## src/rtl/bp_fe_bht_update_queue.sv

```systemverilog
// BHT update queue: buffers branch resolutions and drains one {idx, correct} write per cycle,
// deferring on read/write index collisions up to max_stall_p cycles. Optional: BP_FE_BHT_UPD_DROP_OLDEST_EN.
module bp_fe_bht_update_queue #(
  parameter int bht_idx_width_p = 9,
  parameter int els_p           = 8,
  parameter int max_stall_p     = 3
) (
  input  logic                         clk_i,
  input  logic                         reset_n_i,
  input  logic                         flush_i,
  input  logic                         br_v_i,
  output logic                         br_ready_o,
  input  logic [bht_idx_width_p-1:0]   br_idx_i,
  input  logic                         br_taken_i,
  input  logic                         br_pred_i,
  input  logic                         r_v_i,
  input  logic [bht_idx_width_p-1:0]   idx_r_i,
  output logic                         w_v_o,
  output logic [bht_idx_width_p-1:0]   idx_w_o,
  output logic                         correct_o,
`ifdef BP_FE_BHT_UPD_DROP_OLDEST_EN
  output logic [15:0]                  drop_cnt_o,
`endif
  output logic [$clog2(els_p+1)-1:0]   count_o
);

  localparam int AW = $clog2(els_p);
  localparam int PW = AW + 1;
  localparam int CW = $clog2(els_p + 1);
  localparam int SW = $clog2(max_stall_p + 1);

  logic [bht_idx_width_p-1:0] r_mem_idx [els_p];
  logic [els_p-1:0]           r_mem_correct;
  logic [PW-1:0]              r_wptr;
  logic [PW-1:0]              r_rptr;
  logic [SW-1:0]              r_stall;

  logic                       w_empty;
  logic                       w_full;
  logic                       w_conf;
  logic                       w_force;
  logic                       w_pop;
  logic                       w_enq;
  logic                       w_drop;
  logic [bht_idx_width_p-1:0] w_head_idx;
  logic                       w_head_correct;

  assign w_empty        = (r_wptr == r_rptr);
  assign w_full         = (r_wptr[AW] != r_rptr[AW]) && (r_wptr[AW-1:0] == r_rptr[AW-1:0]);
  assign w_head_idx     = r_mem_idx[r_rptr[AW-1:0]];
  assign w_head_correct = r_mem_correct[r_rptr[AW-1:0]];
  assign w_conf         = ~w_empty & r_v_i & (idx_r_i == w_head_idx);
  assign w_force        = (r_stall == SW'(max_stall_p));
  assign w_pop          = ~w_empty & ~flush_i & (~w_conf | w_force);
  assign count_o        = CW'(r_wptr - r_rptr);

`ifdef BP_FE_BHT_UPD_DROP_OLDEST_EN
  // When full, a new record evicts the oldest unless the head is leaving anyway.
  assign br_ready_o = reset_n_i;
  assign w_enq      = br_v_i & br_ready_o & ~flush_i;
  assign w_drop     = w_enq & w_full & ~w_pop;
`else
  assign br_ready_o = reset_n_i & ~w_full;
  assign w_enq      = br_v_i & br_ready_o & ~flush_i;
  assign w_drop     = 1'b0;
`endif

  // Write-port drive: head fields only while a write is issued, zero otherwise.
  always_comb begin
    w_v_o     = 1'b0;
    idx_w_o   = '0;
    correct_o = 1'b0;
    if (w_pop) begin
      w_v_o     = 1'b1;
      idx_w_o   = w_head_idx;
      correct_o = w_head_correct;
    end else begin
      w_v_o     = 1'b0;
    end
  end

  // Circular buffer storage and pointers.
  always_ff @(posedge clk_i or negedge reset_n_i) begin
    if (!reset_n_i) begin
      r_wptr        <= '0;
      r_rptr        <= '0;
      r_mem_correct <= '0;
      for (int i = 0; i < els_p; i++) r_mem_idx[i] <= '0;
    end else if (flush_i) begin
      r_wptr <= '0;
      r_rptr <= '0;
    end else begin
      if (w_enq) begin
        r_mem_idx[r_wptr[AW-1:0]]     <= br_idx_i;
        r_mem_correct[r_wptr[AW-1:0]] <= ~(br_taken_i ^ br_pred_i);
        r_wptr                        <= r_wptr + PW'(1);
      end
      if (w_pop || w_drop) begin
        r_rptr <= r_rptr + PW'(1);
      end
    end
  end

  // Consecutive-deferral counter; reaching max_stall_p forces the head out.
  always_ff @(posedge clk_i or negedge reset_n_i) begin
    if (!reset_n_i) begin
      r_stall <= '0;
    end else if (flush_i || w_pop || w_empty || w_drop) begin
      r_stall <= '0;
    end else if (w_conf && !w_force) begin
      r_stall <= r_stall + SW'(1);
    end else begin
      r_stall <= r_stall;
    end
  end

`ifdef BP_FE_BHT_UPD_DROP_OLDEST_EN
  logic [15:0] r_drop_cnt;
  assign drop_cnt_o = r_drop_cnt;

  // Saturating count of evicted entries; only reset clears it.
  always_ff @(posedge clk_i or negedge reset_n_i) begin
    if (!reset_n_i) begin
      r_drop_cnt <= 16'h0000;
    end else if (w_drop && (r_drop_cnt != 16'hFFFF)) begin
      r_drop_cnt <= r_drop_cnt + 16'h0001;
    end else begin
      r_drop_cnt <= r_drop_cnt;
    end
  end
`endif

endmodule

```

## config.mk

```make
export PLATFORM = sky130hd
export DESIGN_NAME = bp_fe_bht_update_queue
export DESIGN_NICKNAME = d
export VERILOG_FILES = /design/src/rtl/bp_fe_bht_update_queue.sv
export SDC_FILE = /design/constraint.sdc
export NUM_CORES = 1
export LEC_CHECK = 0
export BUFFER_PORTS_ARGS = -buffer_cell sky130_fd_sc_hd__buf_2
export CORE_MARGIN = 4
export CORE_UTILIZATION = 30
export CTS_BUF_LIST = sky130_fd_sc_hd__clkbuf_8
export CTS_CLUSTER_DIAMETER = 30
export DETAILED_ROUTE_END_ITERATION = 6
export GPL_TIMING_DRIVEN = 0
export PLACE_DENSITY = 0.51
export SYNTH_ARGS = -nofsm -noshare
export SYNTH_HDL_FRONTEND = slang
export SYNTH_SLANG_ARGS = --single-unit
export TNS_END_PERCENT = 50
```

## constraint.sdc

```tcl
create_clock -name clk_i -period 5.46 [get_ports clk_i]
set_input_delay 0.546 -clock clk_i [delete_from_list [all_inputs] [get_ports clk_i]]
set_output_delay 0.546 -clock clk_i [all_outputs]
set_load 0.01 [all_outputs]
```

==> metrics.md <==
| Metric | Value |
|---|---|
| Outcome | finished, final reports clean |
| Fmax | 229.2 MHz |
| Synth async-reset ratio | 1.000 |
| Final Setup Violations | 0 |
| Post-synth EDFFs | 0 |
| Post-detailed-routing wire length | 11.29 mm |
| ANT nets after route | 0 |
| Global-route wire length before repair | 17.97 mm |
| Clk_skew | 0.01247 ns |
| Startpoint Class | flop |
| Post-CTS Resized | 0 |
| Leak Pwr | 2.496 nW |
| Yosys top cell area share | 0.4869 |
| Clk slew on worst S/H paths | 0.09 ns |
| Final net count | 452 |
| Synthesized area | 4626 sq um |
| MaxCap Viol Count | 0 |
| CP Cell Sequence | buf_2 -> inv_1 -> ha_1 -> nand4_1 -> nand3b_1 -> nor3b_1 -> and4b_1 -> clkbuf_1 -> a211o_1 -> clkbuf_1 -> nor2_1 -> buf_2 |
| Crit-path slowest cell | clkbuf_1 |
| CP Capture Type | output pin |
| VDD IR max | 141.7 uV |
| First-pass DRT Iterations | 4 |
| R2r endpoint | r_mem_idx[63] |
| Syn Area/Cell | 12.57 sq um |
| Dpl ws | 1.418 ns |
| Synthesis warning total | 0 |
| Type of the tightest min-delay check | in2async |
| Comb power frac | 0.407 |
| R2R Path Start | r_rptr[2] |
| Core area | 15150 sq um |
| Final Cycle Share | 0.7989 |
| Crit-path max FO | 10 |
| Critical setup path kind | reg2out |
| Switching Share | 0.3604 |
| Syn nets | 400 |
| ANT cells | 0 |
| Initial DRC Count | 101 |
| Vias per std cell | 4.976 |
| M1 WL | 5.157 mm |
| Final Util | 0.3518 |
| Die Ht | 132.2 um |
| Root Driver | clkbuf_8 |
| Design area | 5329 sq um |
| Htree depth | 3 |
| Largest net degree at the start of global routing | 62 |
| Part of the power in registers | 0.354 |
| Max-slew headroom | 0.1180 |
| Tmin final | 4.362 ns |
| Commonest cells post-synth | dfrtp_1, mux2_2, mux2i_1 |
| Max Root-Sink Buffers | 2 |
| WL per Instance | 18.41 um |
| Worst slew pin tran | 1.316 ns |
| Final worst slack | 1.098 ns |
| Initial antenna violation count | 0 |
| Synth top area cells | dfrtp_1, mux2_2, mux2i_1, mux4_2, nand2_1 |
| #FFs+latches synth | 90 |
| Setup Buffers After CTS | 0 |
| Met3 wire len | 383 um |
| Initial Util | 0.3054 |
| # rows | 45 |
| CTS Buf Count | 9 |
| Vias in the first global route | 3147 |
| Largest area contributor in the netlist | dfrtp_1 |
| Reg2reg path depth | 8 |
| Met2 routed WL | 5.514 mm |
| Main synth FF type | dfrtp_1 |
| RSZ-0062 raised after global routing | false |
| Slowest Stage Delay on Critical Path | 0.44 ns |
| I/O pin total | 41 |
| Pwr Density | 418.3 nW/um^2 |
| Worst reg-to-reg setup slack | 2.00 ns |
| Fin Setup TNS | 0 ns |
| Layout cells sized above 1 | 0.3694 |
| DR DRC count | 0 |
| CP delay by family, top | buffers and inverters |
| Via Count | 3050 |
| Grt ovf | 0 |
| Clk pwr share | 0.239 |
| Final hold vios | 0 |
| CP Buf/Inv Count | 5 |
| Unique masters post-synth | 44 |
| Port buffer count | 40 |
| Slew Viols, Final | 0 |
| Sequential area share after synthesis | 0.4869 |
| Post-DP HPWL | 7.846 mm |
| DR top layer | met4 |
| Area growth, synth to finish | 15.20% |
| Synth Instances | 368 |
| Clk sinks | 90 |
| WP data arrival | 3.82 ns |
| GPL Wtd Cong | 0.7799 |
| Placed inst area | 5091 sq um |
| GRT Total Usage | 0.1341 |
| Internal Power | 0.001426 W |
| Hold_buf cts | 0 |
| Final Hold Slack | 0.1067 ns |
| Net switching power | 0.0008034 W |
| Die X | 132.2 um |
| Later-pin clock latency in the skew report | 0.37 ns |
| Count leader, synth | dfrtp_1 |
| Die area | 17470 sq um |
| CTS tree | done |
| Required @ worst endpoint | 4.91 ns |
[worst max path at each step]
stage	from	to	cells past startpoint
6_report	r_rptr[2]	idx_w_o[7]	12
5_1_grt	r_rptr[2]	idx_w_o[0]	12
4_1_cts	r_rptr[2]	idx_w_o[7]	12
3_5_place_dp	r_rptr[2]	idx_w_o[7]	12
3_3_place_gp	reset_n_i	r_mem_idx[13]	5
2_1_floorplan	r_rptr[0]	w_v_o	11
[power by group through the flow]
stage	logic (W)	clock network, W	registers (W)
global route	0.00100	0.000577	0.000799
CTS	0.000924	0.000551	0.000790
detailed placement	0.000920	0	0.000803
global placement	0.000908	0	0.000799
finish	0.000907	0.000532	0.000790
floorplan	0.000644	0	0.000787
[per-stage QoR]
| step | std cells | total power, W |
|---|---|---|
| after floorplan | 368 | 0.001431 |
| final | 613 | 0.002229 |
| after global placement | 596 | 0.001706 |
| after CTS | 613 | 0.002265 |
| after detailed placement | 597 | 0.001724 |
| after global routing | 613 | 0.002378 |
[metal layers]
metal,up-vias,track usage
li1,1437,-
met4,0,0.05139
met1,1549,0.1740
met3,17,0.02405
met2,47,0.2238
met5,-,0
[sequential cells by signal (all words and copies together), names as in the netlist]
signal         cells
r_rptr             4
r_wptr             4
r_stall            2
r_mem_idx         72
r_mem_correct      8
[kinds of logic (layout without fill, tap and decap cells)]
logic type	count (synthesis)	in the layout	synth area share
AO/OA/AOI/OAI	29	29	0.04247
multiplexers	119	119	0.3027
buffers and inverters	28	85	0.02732
adder cells (fa/ha/maj)	7	7	0.02056
XOR/XNOR	15	15	0.02840
flip-flops	90	90	0.4869
AND/OR/NAND/NOR	80	80	0.09169
[placed cells by master, fill, tap and decap left out, types with 10 or more instances in the layout]
| cell | n |
|---|---|
| buf_2 | 44 |
| clkbuf_8 | 12 |
| dfrtp_1 | 90 |
| mux2_2 | 77 |
| mux2i_1 | 33 |
| nand2_1 | 25 |
| nor2_1 | 18 |
| xnor2_1 | 10 |
[cell type report]
cell class                 count  area (sq um)
fill                        1474          9817
sequential                    90          2252
inverter                      10         37.54
timing repair buffer          41         230.2
clock inverter                 4         72.57
clock buffer                  12         165.2
tap                          188         235.2
multi-input combinational    250          2247
buffer                        18         88.84
(Power assumes the default switching activity.)
